File: config.mk
export PLATFORM = sky130hd
export DESIGN_NAME = scope_trigger_ctrl_flat
export DESIGN_NICKNAME = d
export VERILOG_FILES = /design/src/rtl/scope_trigger_ctrl_if.sv /design/src/rtl/scope_trigger_ctrl.sv /design/src/flat_wrapper.sv
export SDC_FILE = /design/constraint.sdc
export NUM_CORES = 1
export LEC_CHECK = 0
export CAP_MARGIN = 20
export CORE_AREA = 2 2 141 143
export DETAILED_ROUTE_END_ITERATION = 10
export DIE_AREA = 0 0 143 145
export HOLD_SLACK_MARGIN = 0.12
export PLACE_DENSITY = 0.68
export SYNTH_ARGS = -nofsm -noshare
export SYNTH_HDL_FRONTEND = slang
export SYNTH_SLANG_ARGS = --single-unit
export TNS_END_PERCENT = 5
File: constraint.sdc
create_clock -name clk -period 5.9 [get_ports clk]
set_clock_uncertainty 0.2 [all_clocks]
set_input_delay 1.18 -clock clk [delete_from_list [all_inputs] [get_ports clk]]
set_output_delay 1.18 -clock clk [all_outputs]
set_load 0.05 [all_outputs]
File: src/rtl/scope_trigger_ctrl_if.sv
// Bundle of acquisition-side signals for scope_trigger_ctrl.
// master: the trigger controller (reads ADC samples and trigger settings,
//         drives the BRAM write port and the frame status).
// slave:  the surrounding logic (ADC front end, register block, BRAM).
// Signals:
//   data_in    packed samples, [W-1:0]=A, [2W-1:W]=B
//   trig_*     trigger level/hysteresis/edge/source/mode
//   pre_len    pre-trigger depth, arm one-cycle start request
//   wr_*       BRAM write port
//   trig_addr  trigger sample address, frame_done pulse, trig_forced, state_o
interface scope_trigger_ctrl_if #(
  parameter int unsigned W  = 14,
  parameter int unsigned AW = 10
);
  logic [2*W-1:0] data_in;
  logic [W-1:0]   trig_level;
  logic [W-2:0]   trig_hyst;
  logic           trig_edge;
  logic           trig_src;
  logic [1:0]     trig_mode;
  logic [AW-1:0]  pre_len;
  logic           arm;

  logic           wr_en;
  logic [AW-1:0]  wr_addr;
  logic [2*W-1:0] wr_data;
  logic [AW-1:0]  trig_addr;
  logic           frame_done;
  logic           trig_forced;
  logic [2:0]     state_o;

  modport master (
    input  data_in, trig_level, trig_hyst, trig_edge, trig_src, trig_mode, pre_len, arm,
    output wr_en, wr_addr, wr_data, trig_addr, frame_done, trig_forced, state_o
  );

  modport slave (
    output data_in, trig_level, trig_hyst, trig_edge, trig_src, trig_mode, pre_len, arm,
    input  wr_en, wr_addr, wr_data, trig_addr, frame_done, trig_forced, state_o
  );
endinterface

File: src/rtl/scope_trigger_ctrl.sv
// Trigger and acquisition-window controller (ADC clock domain).
// Streams registered samples into a circular 2^AW buffer, keeps pre_len samples ahead
// of a hysteresis-qualified level/edge trigger, then freezes once a full frame is written
// and reports where the trigger sample landed.
// Ports:
//   clk    sample clock
//   reset  synchronous, active-high
//   bus    scope_trigger_ctrl_if.master: samples/settings in, BRAM write port and status out
module scope_trigger_ctrl #(
  parameter int unsigned W       = 14,
  parameter int unsigned AW      = 10,
  parameter int unsigned AUTO_TO = 1000000,
  parameter int unsigned HOLDOFF = 64
) (
  input logic                  clk,
  input logic                  reset,
  scope_trigger_ctrl_if.master bus
);

  typedef enum logic [2:0] {
    StIdle  = 3'd0,
    StPre   = 3'd1,
    StArmed = 3'd2,
    StPost  = 3'd3,
    StDone  = 3'd4
  } state_e;

  localparam logic [1:0] ModeAuto   = 2'b01;
  localparam logic [1:0] ModeSingle = 2'b10;
  localparam logic [1:0] ModeStop   = 2'b11;

  localparam logic [AW-1:0] PreMax = {{(AW-1){1'b1}}, 1'b0};
  localparam logic [W-1:0]  SMin   = {1'b1, {(W-1){1'b0}}};
  localparam logic [W-1:0]  SMax   = {1'b0, {(W-1){1'b1}}};

  state_e         state_q, state_d;
  logic [2*W-1:0] s_q;
  logic [AW-1:0]  wr_addr_q, pre_q, trig_addr_q;
  logic [31:0]    cnt_q;
  logic           primed_q, forced_q, done_q;

  logic signed [W-1:0] x, level, lo, hi;
  logic [W:0]          lo_raw, hi_raw;
  logic                fire, prime_hit, wr_en;
  logic [AW-1:0]       post_len;

  assign x      = bus.trig_src ? s_q[2*W-1:W] : s_q[W-1:0];
  assign level  = bus.trig_level;
  assign lo_raw = {level[W-1], level} - {2'b00, bus.trig_hyst};
  assign hi_raw = {level[W-1], level} + {2'b00, bus.trig_hyst};
  // The W+1 bit result leaves the W-bit range exactly when its top two bits disagree.
  assign lo     = (lo_raw[W] != lo_raw[W-1]) ? SMin : lo_raw[W-1:0];
  assign hi     = (hi_raw[W] != hi_raw[W-1]) ? SMax : hi_raw[W-1:0];

  assign prime_hit = bus.trig_edge ? (x > hi) : (x < lo);
  assign fire      = primed_q && (bus.trig_edge ? (x <= level) : (x >= level));

  assign wr_en    = (state_q == StPre) || (state_q == StArmed) || (state_q == StPost);
  // Trigger sample plus post_len samples complete the 2^AW frame.
  assign post_len = {AW{1'b1}} - pre_q;

  always_comb begin
    state_d = state_q;
    unique case (state_q)
      StIdle:  if (bus.arm) state_d = StPre;
      StPre:   if (cnt_q + 32'd1 >= 32'(pre_q)) state_d = StArmed;
      StArmed: begin
        if (fire) begin
          state_d = StPost;
        end else if (bus.trig_mode == ModeAuto && cnt_q >= AUTO_TO - 1) begin
          state_d = StPost;
        end
      end
      StPost:  if (cnt_q == 32'(post_len) - 32'd1) state_d = StDone;
      StDone: begin
        if (bus.arm) begin
          state_d = StPre;
        end else if (bus.trig_mode != ModeSingle && cnt_q >= HOLDOFF - 1) begin
          state_d = StPre;
        end
      end
      default: state_d = StIdle;
    endcase
    // Stop overrides everything, including a frame about to complete.
    if (bus.trig_mode == ModeStop) state_d = StIdle;
  end

  always_ff @(posedge clk) begin
    if (reset) begin
      state_q     <= StIdle;
      s_q         <= '0;
      wr_addr_q   <= '0;
      pre_q       <= '0;
      trig_addr_q <= '0;
      cnt_q       <= '0;
      primed_q    <= 1'b0;
      forced_q    <= 1'b0;
      done_q      <= 1'b0;
    end else begin
      state_q <= state_d;
      s_q     <= bus.data_in;
      done_q  <= (state_q == StPost) && (state_d == StDone);
      if (wr_en) wr_addr_q <= wr_addr_q + AW'(1);

      // Per-state cycle counter; saturates so long waits never wrap.
      if (state_d != state_q) cnt_q <= '0;
      else if (cnt_q != '1) cnt_q <= cnt_q + 32'd1;

      if (state_q == StArmed && state_d == StPost) begin
        trig_addr_q <= wr_addr_q;
        forced_q    <= !fire;
      end

      if (state_d == StPre && state_q != StPre) begin
        pre_q    <= (bus.pre_len > PreMax) ? PreMax : bus.pre_len;
        primed_q <= 1'b0;
      end else if (state_q == StArmed && fire) begin
        primed_q <= 1'b0;
      end else if ((state_q == StPre || state_q == StArmed) && prime_hit) begin
        primed_q <= 1'b1;
      end
    end
  end

  assign bus.wr_en       = wr_en;
  assign bus.wr_addr     = wr_addr_q;
  assign bus.wr_data     = s_q;
  assign bus.trig_addr   = trig_addr_q;
  assign bus.frame_done  = done_q;
  assign bus.trig_forced = forced_q;
  assign bus.state_o     = state_q;

endmodule

File: src/flat_wrapper.sv
// flat-port wrapper written by rule: the top's interface ports become plain ports
module scope_trigger_ctrl_flat 
#(
  parameter int unsigned W       = 14,
  parameter int unsigned AW      = 10,
  parameter int unsigned AUTO_TO = 1000000,
  parameter int unsigned HOLDOFF = 64
)
  (clk, reset, bus_data_in, bus_trig_level, bus_trig_hyst, bus_trig_edge, bus_trig_src, bus_trig_mode, bus_pre_len, bus_arm, bus_wr_en, bus_wr_addr, bus_wr_data, bus_trig_addr, bus_frame_done, bus_trig_forced, bus_state_o);
  scope_trigger_ctrl_if #(.W(W), .AW(AW)) bus_i ();
  input logic clk;
  input logic reset;
  input wire logic [$bits(bus_i.data_in)-1:0] bus_data_in;
  input wire logic [$bits(bus_i.trig_level)-1:0] bus_trig_level;
  input wire logic [$bits(bus_i.trig_hyst)-1:0] bus_trig_hyst;
  input wire logic [$bits(bus_i.trig_edge)-1:0] bus_trig_edge;
  input wire logic [$bits(bus_i.trig_src)-1:0] bus_trig_src;
  input wire logic [$bits(bus_i.trig_mode)-1:0] bus_trig_mode;
  input wire logic [$bits(bus_i.pre_len)-1:0] bus_pre_len;
  input wire logic [$bits(bus_i.arm)-1:0] bus_arm;
  output wire logic [$bits(bus_i.wr_en)-1:0] bus_wr_en;
  output wire logic [$bits(bus_i.wr_addr)-1:0] bus_wr_addr;
  output wire logic [$bits(bus_i.wr_data)-1:0] bus_wr_data;
  output wire logic [$bits(bus_i.trig_addr)-1:0] bus_trig_addr;
  output wire logic [$bits(bus_i.frame_done)-1:0] bus_frame_done;
  output wire logic [$bits(bus_i.trig_forced)-1:0] bus_trig_forced;
  output wire logic [$bits(bus_i.state_o)-1:0] bus_state_o;
  assign bus_i.data_in = bus_data_in;
  assign bus_i.trig_level = bus_trig_level;
  assign bus_i.trig_hyst = bus_trig_hyst;
  assign bus_i.trig_edge = bus_trig_edge;
  assign bus_i.trig_src = bus_trig_src;
  assign bus_i.trig_mode = bus_trig_mode;
  assign bus_i.pre_len = bus_pre_len;
  assign bus_i.arm = bus_arm;
  assign bus_wr_en = bus_i.wr_en;
  assign bus_wr_addr = bus_i.wr_addr;
  assign bus_wr_data = bus_i.wr_data;
  assign bus_trig_addr = bus_i.trig_addr;
  assign bus_frame_done = bus_i.frame_done;
  assign bus_trig_forced = bus_i.trig_forced;
  assign bus_state_o = bus_i.state_o;
  scope_trigger_ctrl #(.W(W), .AW(AW), .AUTO_TO(AUTO_TO), .HOLDOFF(HOLDOFF)) u_core (.clk(clk), .reset(reset), .bus(bus_i));
endmodule
## After elaboration in Yosys (flattened, before gate mapping)

Cells that the tools add are included.

- Flip-flop bits (word level): 96
- Bits of input ports: 72
- Output and inout bits: 54
- Word-level logic and storage cells: 68

- Add/sub/neg operators: 6
- Magnitude comparators: 8
- Equality and inequality tests: 16
- Mux-type cells: 15
- Reduce and logical (&&, ||, !) cells: 14

Operator list:

| kind | number |
|---|---|
| 14-bit two-way mux | 3 |
| 32-bit by 1-bit adder with 32-bit output, second input constant | 1 |
| 32-bit equality test | 1 |
| 32-bit by 10-bit greater-or-equal comparator with 1-bit output | 1 |
| 32-bit by 20-bit greater-or-equal comparator with 1-bit output, second input constant | 1 |
| 32-bit by 6-bit greater-or-equal comparator with 1-bit output, second input constant | 1 |
| 32-bit inequality test, second input constant | 1 |
| 3-bit two-way mux | 8 |
| 14-bit by 14-bit adder with 15-bit output | 1 |
| 3-bit case mux with 5 select lines | 1 |
| 14-bit by 14-bit subtractor with 15-bit output | 1 |
| 14-bit greater-or-equal comparator | 1 |
| 14-bit greater-than comparator | 1 |
| 14-bit less-or-equal comparator | 1 |
| 14-bit less-than comparator | 1 |
| 10-bit by 1-bit subtractor with 11-bit output, second input constant | 1 |
| 10-bit by 1-bit adder with 10-bit output, second input constant | 1 |
| 10-bit greater-than comparator, second input constant | 1 |
| 10-bit two-way mux | 1 |
| 10-bit subtractor, first input constant | 1 |
| 3-bit by 2-bit equality test with 1-bit output, second input constant | 3 |
| 1-bit logical AND | 8 |
| 3-bit by 1-bit equality test with 1-bit output, second input constant | 2 |
| 3-bit equality test, second input constant | 2 |
| 12 further kinds | 15 |

## Depth between registers and ports, before layout

Gate-level depths: netlist of the first run.

- Depth in word-level cells: 10
- Mapped depth: 25
- Gate-level depth less buffers: 24

## Worst setup path after synthesis of the first run

No wires, ideal clock.

- Path kind: input to register
- Start point: input port bus_trig_hyst[1]
- End point: register u_core.primed_q
- Setup time: 0.114 ns
- Data arrival time: 5.308 ns
- Required time: 5.586 ns
- Path slack: 0.278 ns
- Stages on the path: 22
- Path buffers: 1
- Path through: inv_1 ha_1 nor2b_1 o21a_1 o21ai_0 a211oi_1 o2111ai_1 and3_1 or4_1 nand3_1 ha_1 inv_1 clkbuf_1 nand2_1 ha_1 a21o_1 o21ai_0 a21oi_1 o2111ai_1 a31oi_1 o41a_1 a2111oi_0

- Longest elaborated chain between the ends: 6
- Elaborated cells on any way between the ends: 10
- Those cells by class: add/sub (2); order compare (2); eq/ne (2); mux (3); reduce/logical (1)

Ends and longest elaborated chain:

| element | line | RTL |
|---|---|---|
| from (decl) | flat_wrapper.sv:15 | `input wire logic [$bits(bus_i.trig_hyst)-1:0] bus_trig_hyst;` |
| 14-bit by 14-bit subtractor with 15-bit output or 14-bit by 14-bit adder with 15-bit output (tied branches) | scope_trigger_ctrl.sv:49, scope_trigger_ctrl.sv:50 |  |
| 1-bit inequality test (on tied branches) | scope_trigger_ctrl.sv:52, scope_trigger_ctrl.sv:53 |  |
| 14-bit two-way mux (on tied branches) | scope_trigger_ctrl.sv:52, scope_trigger_ctrl.sv:53 |  |
| 14-bit less-than comparator or 14-bit greater-than comparator (tied branches) | scope_trigger_ctrl.sv:55 | `assign prime_hit = bus.trig_edge ? (x > hi) : (x < lo);` |
| 1-bit two-way mux * | scope_trigger_ctrl.sv:55 |  |
| 1-bit logical AND * | scope_trigger_ctrl.sv:119 | `end else if ((state_q == StPre \|\| state_q == StArmed) && prime_hit) begin` |
| to (signal assigned) | scope_trigger_ctrl.sv:116 | `primed_q <= 1'b0;` |
| to (signal assigned) | scope_trigger_ctrl.sv:118 | `primed_q <= 1'b0;` |
| to (signal assigned) | scope_trigger_ctrl.sv:120 | `primed_q <= 1'b1;` |
| to (decl) | scope_trigger_ctrl.sv:40 | `logic primed_q, forced_q, done_q;` |

Mark *: on every way between the ends. The rest lies on a longest branch, timed or not.
A chain may end at the register's enable or synchronous reset.

## Final worst setup path of the first run

Same ends and word-level chain as after synthesis.

==> results of run 1 <==
-- cells by family (layout without fill, tap and decap cells) --
| group | after synthesis | in the layout |
|---|---|---|
| DFF | 96 | 96 |
| xor gates and xnor gates | 60 | 60 |
| and+or+nand+nor | 354 | 354 |
| adders and majority gates | 84 | 84 |
| muxes | 28 | 28 |
| buffers and inverters | 120 | 262 |
| AOI/OAI and AO/OA | 202 | 202 |
-- cells in the final DEF (no fill, tap or decap), types with 26 or more instances in the layout --
master	synthesis	routed
nor2_1	78	78
nand3_1	28	27
clkdlybuf4s50_1	0	124
buf_4	0	49
nand4_1	26	26
nor3_1	34	34
nand2_1	51	51
dfxtp_1	96	96
a21oi_1	60	58
nor2b_1	40	39
ha_1	82	81
o21ai_0	30	27
inv_1	71	70
xnor2_1	35	35
-- registers in the layout, summed over array words and instances, names as in the netlist, 3 cells and up --
| register | cells |
|---|---|
| u_core.cnt_q | 32 |
| u_core.bus.wr_data | 28 |
| u_core.bus.state_o | 3 |
| u_core.pre_q | 10 |
| u_core.bus.wr_addr | 10 |
| u_core.bus.trig_addr | 10 |
-- how the worst max path moves through the flow --
stage / start / to / slack, ns / depth (start not counted)
after CTS: bus_trig_hyst[1] / u_core.primed_q / 0.05 / 23
after floorplan: bus_trig_hyst[1] / u_core.primed_q / 0.28 / 22
final: bus_trig_hyst[1] / u_core.primed_q / 0.19 / 20
after detailed placement: bus_trig_hyst[1] / u_core.primed_q / -0.47 / 23
after global placement: bus_trig_hyst[1] / u_core.primed_q / -0.35 / 20
after global routing: bus_trig_hyst[1] / u_core.primed_q / -0.009 / 20
-- worst min-delay path: stages, from the launching register on --
cell and delay (ns):
dfxtp_1 0.33, mux2i_1 0.06, nor2_1 0.07
-- metal layers --
layer  share of wire  up-vias  routed length [µm]
met2            0.48      180               10700
met1            0.46     3423               10100
met5               0        -                   0
met4           0.018        0                 402
met3           0.044       25                 966
li1                -     3684                   -
-- per-stage QoR --
stage          std cells  hold slack (ns)
2_1_floorplan        944            0.291
3_3_place_gp        1332            0.275
3_5_place_dp        1332            0.290
4_1_cts             1349            0.304
5_1_grt             1351            0.334
6_report            1351            0.296
-- cell type report --
type | count | share of cell area
Tap cell | 265 | 0.0340
Clock buffer | 9 | 0.0231
Timing Repair Buffer | 175 | 0.168
Clock inverter | 7 | 0.00924
Sequential cell | 96 | 0.197
Inverter | 71 | 0.0273
Multi-Input combinational cell | 728 | 0.542
-- what timing repair did --
item,in CTS,in global routing
endpoints found under the setup margin,1,1
gates cloned,0,0
buffers inserted,1,2
pin swaps,2,11
gates resized for setup,3,19
hold buffers,0,0
endpoints found under the hold margin,0,0
-- where the power goes --
group / internal (mW) / total (mW) / switching [mW] / leakage [nW]
Clock: 0.338 / 0.629 / 0.291 / 0.147
Combinational: 0.299 / 0.652 / 0.353 / 3.10
Sequential: 0.669 / 0.693 / 0.0231 / 0.782
==> impl_metrics.env, run 1 <==
export IMPL_dieArea_um2=20700
export IMPL_use_met3=0.0281
export IMPL_core_area_um2=19200
export IMPL_clockBufferDepth=2
export IMPL_synth_fa_ha_area_frac=0.140
export IMPL_max_vdd_ir_drop_v=0.000130
export IMPL_tightestPinTransition_ns=1.01
export IMPL_grt_pass1_vias=6928
export IMPL_synth_compound_area_frac=0.174
export IMPL_cp_data_required_time_ns=5.96
export IMPL_grt_first_pass_wirelength_um=35700
export IMPL_place_area_um2=9310
export IMPL_syn_area_um2=7590
export IMPL_fmax_mhz=175
export IMPL_slowest_stage="or4_1"
export IMPL_cts_buffers=9
export IMPL_grt_ovfl_total=0
export IMPL_fillers=1831
export IMPL_synth_top_cell_by_area="dfxtp_1"
export IMPL_drc=0
export IMPL_worst_slack_ns=0.190
export IMPL_die_w_um=143
export IMPL_synthTopCellsByCount="dfxtp_1 (96), ha_1 (82), nor2_1 (78)"
export IMPL_insertedDiodeCount=0
export IMPL_synthXorXnorAreaFrac=0.0692
export IMPL_grtUsageTotal=0.212
export IMPL_synth_cell_types=71
export IMPL_synth_async_reset_ratio=0
export IMPL_r2r_cells=14
export IMPL_setup_violations=0
export IMPL_end_kind="register"
export IMPL_rr_endpoint="u_core.cnt_q[27]"
export IMPL_clkLatencyLatePin_ns=0.36
export IMPL_synth_edff_count=0
export IMPL_first_pass_iters=5
export IMPL_setup_tns_ns=0
export IMPL_cts_tree="done"
export IMPL_critPathBufInv=2
export IMPL_antenna_found_initial=0
export IMPL_top_usage_layer="met2"
export IMPL_syn_inst=944
export IMPL_holdPathStages=2
export IMPL_io_buffers=125
export IMPL_hp_class="register to register"
export IMPL_rows=51
export IMPL_cts_sinks=96
export IMPL_hold_viol_final=0
export IMPL_via_per_inst=5.41
export IMPL_drt_iter0_drc=546
export IMPL_wl_um=22200
export IMPL_seq_area_frac_synth=0.253
export IMPL_synth_top_area_share=0.253
export IMPL_met2_usage=0.352
export IMPL_areaGrowthSynthToFinish_pct=28.4
export IMPL_grt_max_degree=72
export IMPL_yosys_warnings=0
export IMPL_dp_hpwl_um=17400
export IMPL_wire_per_inst_um=16.4
export IMPL_slew_violations=0
export IMPL_total_power_mw=1.97
export IMPL_gp_congestion=0.893
export IMPL_reg2reg_slack_ns=1.30
export IMPL_vias=7312
export IMPL_path_common_cell="ha_1"
export IMPL_slowest_delay_ns=0.52
export IMPL_relSlewSlack=0.327
export IMPL_final_antenna_net_count=0
export IMPL_synth_area_top_cells="dfxtp_1 (25%), ha_1 (14%), xnor2_1 (4.0%), a21oi_1 (4.0%), nor2_1 (3.9%)"
export IMPL_final_util=0.508
export IMPL_dpl_worst_slack_ns=-0.469
export IMPL_avgSynthCellArea_um2=8.04
export IMPL_start_kind="input port"
export IMPL_outcome="complete, no violations"
export IMPL_regArea_um2=1920
export IMPL_critPathArrivalTime_ns=5.77
export IMPL_synth_most_common_cell="dfxtp_1"
export IMPL_synth_top_family_by_area="simple AND/OR/NAND/NOR gates"
export IMPL_hold_start="u_core.bus.trig_addr[4]"
export IMPL_p_per_area_nw_per_um2=202
export IMPL_synthMuxAreaShare=0.0392
export IMPL_die_height_um=145
export IMPL_path_clk_slew_ns=0.08
export IMPL_fin_area_um2=9750
export IMPL_r2r_start="u_core.cnt_q[2]"
export IMPL_synth_seq_cells=96
export IMPL_cap_violations=0
export IMPL_fin_crit_ns=5.71
export IMPL_worstSetupPathType="input port to register"
export IMPL_timing_final_crit_share=0.968
export IMPL_synthSimpleGateAreaFrac=0.259
export IMPL_pin_count=126
export IMPL_multiInputGateArea_um2=5280
export IMPL_crit_chain="clkdlybuf4s50_1 -> inv_1 -> ha_1 -> nor2b_2 -> o21a_1 -> o21ai_2 -> a211oi_2 -> o2111ai_2 -> and3_4 -> or4_1 -> nand3_2 -> ha_4 -> or3b_2 -> ha_1 -> o21ai_0 -> a21oi_1 -> o2111ai_1 -> a31oi_1 -> o41a_1 -> a2111oi_2"
export IMPL_hold_path_end="u_core.bus.trig_addr[4]"
export IMPL_fin_nets=1237
export IMPL_root_buffer="clkbuf_16"
export IMPL_p_leak_nw=4.02
export IMPL_cp_top_family="compound AO/OA/AOI/OAI gates"
export IMPL_cts_max_level=3
export IMPL_crit_path_max_fanout=3
export IMPL_drive_gt1_frac=0.102
export IMPL_gr_usage_met1=0.287
export IMPL_start_util=0.395
export IMPL_ys_dominant_reg_cell="dfxtp_1"
export IMPL_synth_nets=1100
(Power assumes the default switching activity.)
==> run 2, diff against run 1 <==
Settings changed: PLACE_DENSITY 0.68 to unset.
Clock period 5.9 ns to 7.4 ns, I/O delays scaled along.
==> run 2 against run 1 <==
Net effect: final cell count shrank 3.3%; critical path depth grew 2; utilization is 2.4 points lower.
==> impl_metrics.env, run 2 (synthesis gave the netlist of run 1 again) <==
export IMPL_cts_resized=0
export IMPL_swShare=0.350
export IMPL_hold_ws_ns=0.310
export IMPL_cts_max_level=3
export IMPL_end_kind="register"
export IMPL_layout_commonest_cell="clkdlybuf4s50_1"
export IMPL_clkLatencyLatePin_ns=0.36
export IMPL_post_cts_buffers=0
export IMPL_place_inst=1291
export IMPL_outcome="complete, no violations"
export IMPL_core_area_um2=19200
export IMPL_met2_usage=0.342
export IMPL_cts_buffers=9
export IMPL_final_cell_mix="clkdlybuf4s50_1 (124), dfxtp_1 (96), ha_1 (82)"
export IMPL_pin_count=126
export IMPL_max_vdd_ir_drop_v=0.0000935
export IMPL_start_kind="input port"
export IMPL_p_int_uw=974
export IMPL_rsz0062_at_grt="no"
export IMPL_die_height_um=145
export IMPL_drive_gt1_frac=0.0480
export IMPL_relSlewSlack=0.268
export IMPL_dp_hpwl_um=17100
export IMPL_grt_first_pass_wirelength_um=35000
export IMPL_top_usage_layer="met2"
export IMPL_cp_data_required_time_ns=7.44
export IMPL_antenna_found_initial=0
export IMPL_insertedDiodeCount=0
export IMPL_crit_path_max_fanout=11
export IMPL_p_per_area_nw_per_um2=161
export IMPL_fin_crit_ns=6.45
export IMPL_p_leak_nw=3.79
export IMPL_fin_nets=1193
export IMPL_use_met3=0.0251
export IMPL_clockBufferDepth=2
export IMPL_dpl_worst_slack_ns=0.665
export IMPL_largest_reg_flops=32
export IMPL_first_pass_iters=6
export IMPL_critPathArrivalTime_ns=6.49
export IMPL_dieArea_um2=20700
export IMPL_grtUsageTotal=0.210
export IMPL_total_power_mw=1.50
export IMPL_drt_iter0_drc=428
export IMPL_setup_tns_ns=0
export IMPL_slew_violations=0
export IMPL_final_util=0.483
export IMPL_rows=51
export IMPL_cts_tree="done"
export IMPL_io_buffers=125
export IMPL_gp_congestion=0.904
export IMPL_setup_violations=0
export IMPL_cts_sinks=96
export IMPL_grt_pass1_vias=6751
export IMPL_path_clk_slew_ns=0.08
export IMPL_areaGrowthSynthToFinish_pct=22.4
export IMPL_via_per_inst=5.46
export IMPL_timing_final_crit_share=0.872
export IMPL_hold_viol_final=0
export IMPL_seq_power_share=0.368
export IMPL_cap_violations=0
export IMPL_worst_slack_ns=0.948
export IMPL_switchingPower_uw=525
export IMPL_worstSetupPathType="input port to register"
export IMPL_grt_max_degree=73
export IMPL_gr_usage_met1=0.288
export IMPL_p_comb_frac=0.313
export IMPL_hold_buffers=0
export IMPL_place_area_um2=8990
export IMPL_clockPowerShare=0.319
export IMPL_drc=0
export IMPL_wire_per_inst_um=16.7
export IMPL_grt_ovfl_total=0
export IMPL_vias=7134
export IMPL_fmax_mhz=155
export IMPL_die_w_um=143
export IMPL_fin_area_um2=9290
export IMPL_start_util=0.395
export IMPL_fin_cells=1307
export IMPL_tightestPinTransition_ns=1.09
export IMPL_root_buffer="clkbuf_16"
export IMPL_regMostFlops="u_core.cnt_q"
export IMPL_wl_um=21800
export IMPL_hp_class="register to register"
export IMPL_final_antenna_net_count=0
run 2: path summary, 6_finish.rpt:
check	endpoint	depth (start not counted)	slack, ns	from
setup / recovery	u_core.primed_q	22	0.95	bus_trig_hyst[1]
hold / removal	u_core.bus.trig_addr[8]	2	0.31	u_core.bus.trig_addr[8]
setup reg to reg	u_core.cnt_q[24]	14	2.80	u_core.cnt_q[2]
hold reg to reg	u_core.bus.trig_addr[8]	2	0.31	u_core.bus.trig_addr[8]
run 2: final cells by class:
class	count	area [µm²]
clock buffers	9	225
clock inverters	7	71.3
fillers	1876	9920
inverters	71	267
multi-input cells	728	5180
flip-flops and latches	96	1920
well taps	265	332
repair buffers	131	1290
run 2: routing by layer:
| layer | up-vias | wire length, µm |
|---|---|---|
| met2 | 190 | 10100 |
| met3 | 33 | 895 |
| met4 | 0 | 450 |
| li1 | 3599 | - |
| met1 | 3312 | 10400 |
| met5 | - | 0 |
run 2: power groups by stage:
stage	Clock (mW)	Sequential, mW	Combinational, mW
after global routing	0.509	0.554	0.518
after CTS	0.490	0.551	0.466
after global placement	0	0.563	0.463
after detailed placement	0	0.563	0.463
final	0.478	0.551	0.469
after floorplan	0	0.594	0.283
run 2: worst max-delay path, stage by stage:
cell and delay, ns:
clkdlybuf4s50_1 0.48, inv_1 0.10, ha_1 0.31, nor2b_1 0.13, o21a_1 0.14, o21ai_0 0.15
a211oi_1 0.33, o2111ai_1 0.21, and3_1 0.20, or4_1 0.50, nand3_1 0.09, ha_1 0.26
inv_1 0.24, nand2_1 0.10, ha_1 0.32, a21o_1 0.18, o21ai_0 0.16, a21oi_1 0.09
o2111ai_1 0.22, a31oi_1 0.12, o41a_1 0.38, a2111oi_0 0.30
==> run 3, diff against run 2 <==
Settings changed: CAP_MARGIN 20 to 30.
==> run 3 against run 2 <==
Net effect: critical endpoint unchanged; fmax shrank 0.39%; sequential power about the same; first-iteration DRC count down 7.7%; total power fell by 0.68%; worst setup slack got worse by 0.026 ns; combinational power about the same.
==> impl_metrics.env, run 3 (synthesis gave the netlist of run 1 again) <==
export IMPL_outcome="complete, no violations"
export IMPL_wl_met3_um=756
export IMPL_p_per_area_nw_per_um2=160
export IMPL_pin_count=126
export IMPL_total_power_mw=1.49
export IMPL_drt_iter0_drc=395
export IMPL_core_area_um2=19200
export IMPL_areaGrowthSynthToFinish_pct=22.7
export IMPL_worst_slack_ns=0.922
export IMPL_fmax_mhz=154
export IMPL_fillers=1922
export IMPL_hold_viol_final=0
export IMPL_cts_tree="done"
export IMPL_crit_path_max_fanout=11
export IMPL_fin_cells=1310
export IMPL_tightestPinTransition_ns=0.829
export IMPL_start_kind="input port"
export IMPL_p_int_uw=972
export IMPL_grt_ovfl_total=0
export IMPL_slowest_stage="or4_1"
export IMPL_cts_sinks=96
export IMPL_layout_commonest_cell="clkdlybuf4s50_1"
export IMPL_insertedDiodeCount=0
export IMPL_hold_buffers=0
export IMPL_p_leak_nw=3.80
export IMPL_place_inst=1293
export IMPL_drive_gt1_frac=0.0507
export IMPL_critPathArrivalTime_ns=6.51
export IMPL_r2r_cells=14
export IMPL_multiInputGateArea_um2=5180
export IMPL_dr_wl_met2_um=10200
export IMPL_max_vdd_ir_drop_v=0.0000936
export IMPL_reg2reg_slack_ns=2.80
export IMPL_hold_path_end="u_core.bus.trig_addr[7]"
export IMPL_grt_max_degree=73
export IMPL_seq_power_share=0.370
export IMPL_final_cell_mix="clkdlybuf4s50_1 (124), dfxtp_1 (96), ha_1 (82)"
export IMPL_via_per_inst=5.46
export IMPL_die_height_um=145
export IMPL_final_util=0.485
export IMPL_dr_max_layer_used="met4"
export IMPL_grtUsageTotal=0.211
export IMPL_largest_reg_flops=32
export IMPL_regArea_um2=1920
export IMPL_fin_crit_ns=6.48
export IMPL_rows=51
export IMPL_path_common_cell="ha_1"
export IMPL_setup_violations=0
export IMPL_final_antenna_net_count=0
export IMPL_r2r_start="u_core.cnt_q[2]"
export IMPL_rr_endpoint="u_core.cnt_q[24]"
export IMPL_grt_first_pass_wirelength_um=35400
export IMPL_cts_resized=0
export IMPL_gp_congestion=0.904
export IMPL_regMostFlops="u_core.cnt_q"
export IMPL_switchingPower_uw=517
export IMPL_grt_pass1_vias=6765
export IMPL_post_cts_buffers=0
export IMPL_hold_start="u_core.bus.trig_addr[7]"
export IMPL_start_util=0.395
export IMPL_cts_max_level=3
export IMPL_antenna_found_initial=0
export IMPL_worstSetupPathType="input port to register"
export IMPL_cts_buffers=9
export IMPL_wl_um=21800
export IMPL_wire_per_inst_um=16.6
export IMPL_hp_class="register to register"
export IMPL_holdPathStages=2
export IMPL_dieArea_um2=20700
export IMPL_setup_tns_ns=0
export IMPL_slew_violations=0
export IMPL_io_buffers=125
export IMPL_die_w_um=143
export IMPL_vias=7153
export IMPL_slowest_delay_ns=0.50
export IMPL_root_buffer="clkbuf_16"
export IMPL_rsz0062_at_grt="no"
export IMPL_cap_violations=0
export IMPL_clkLatencyLatePin_ns=0.36
export IMPL_fin_nets=1196
export IMPL_swShare=0.347
export IMPL_relSlewSlack=0.443
export IMPL_timing_final_crit_share=0.875
export IMPL_p_comb_frac=0.315
export IMPL_cp_data_required_time_ns=7.43
export IMPL_dp_hpwl_um=17100
export IMPL_path_clk_slew_ns=0.08
export IMPL_dpl_worst_slack_ns=0.613
export IMPL_startpoint="bus_trig_hyst[1]"
export IMPL_drc=0
export IMPL_crit_chain="clkdlybuf4s50_1 -> inv_1 -> ha_1 -> nor2b_1 -> o21a_1 -> o21ai_0 -> a211oi_1 -> o2111ai_1 -> and3_1 -> or4_1 -> nand3_1 -> ha_1 -> inv_1 -> nand2_1 -> ha_1 -> a21o_1 -> o21ai_0 -> a21oi_1 -> o2111ai_1 -> a31oi_1 -> o41a_1 -> a2111oi_0"
export IMPL_first_pass_iters=7
export IMPL_clockBufferDepth=2
export IMPL_end_kind="register"
export IMPL_clockPowerShare=0.315
export IMPL_drt_met1_wl_um=10400
run 3: worst max-delay path by stage:
| stage | to | depth (start not counted) |
|---|---|---|
| 2_1_floorplan | u_core.primed_q | 22 |
| 3_3_place_gp | u_core.primed_q | 22 |
| 3_5_place_dp | u_core.primed_q | 22 |
| 4_1_cts | u_core.primed_q | 22 |
| 5_1_grt | u_core.primed_q | 22 |
| 6_report | u_core.primed_q | 22 |
run 3: layer usage:
layer | track usage | up-vias
met1 | 0.287 | 3349
li1 | - | 3608
met2 | 0.347 | 171
met3 | 0.0277 | 25
met4 | 0.0619 | 0
met5 | 0 | -
run 3: cell type report:
type,instances,share of cell area
Multi-Input combinational cell,728,0.556
Sequential cell,96,0.206
Timing Repair Buffer,134,0.142
Tap cell,265,0.0356
Inverter,71,0.0286
Clock buffer,9,0.0242
Clock inverter,7,0.00752
run 3: power groups by stage:
stage | registers, mW | logic, mW | clock network, mW
after global placement | 0.563 | 0.463 | 0
after floorplan | 0.594 | 0.283 | 0
after global routing | 0.554 | 0.521 | 0.504
after detailed placement | 0.563 | 0.464 | 0
final | 0.551 | 0.468 | 0.469
after CTS | 0.551 | 0.468 | 0.483
run 3: worst max-delay path, delay by kind of cell:
family | cells | cell delay (ns)
buffers and inverters | 3 | 0.82
AND/OR/NAND/NOR | 5 | 1.03
AO/OA/AOI/OAI | 11 | 2.28
adder cells (fa/ha/maj) | 3 | 0.89
run 3: stage by stage:
| step | cell area (µm²) | hold WS [ns] |
|---|---|---|
| after floorplan | 7590 | 0.291 |
| after CTS | 9310 | 0.312 |
| after global placement | 8990 | 0.277 |
| after global routing | 9320 | 0.349 |
| final | 9320 | 0.308 |
| after detailed placement | 9010 | 0.293 |
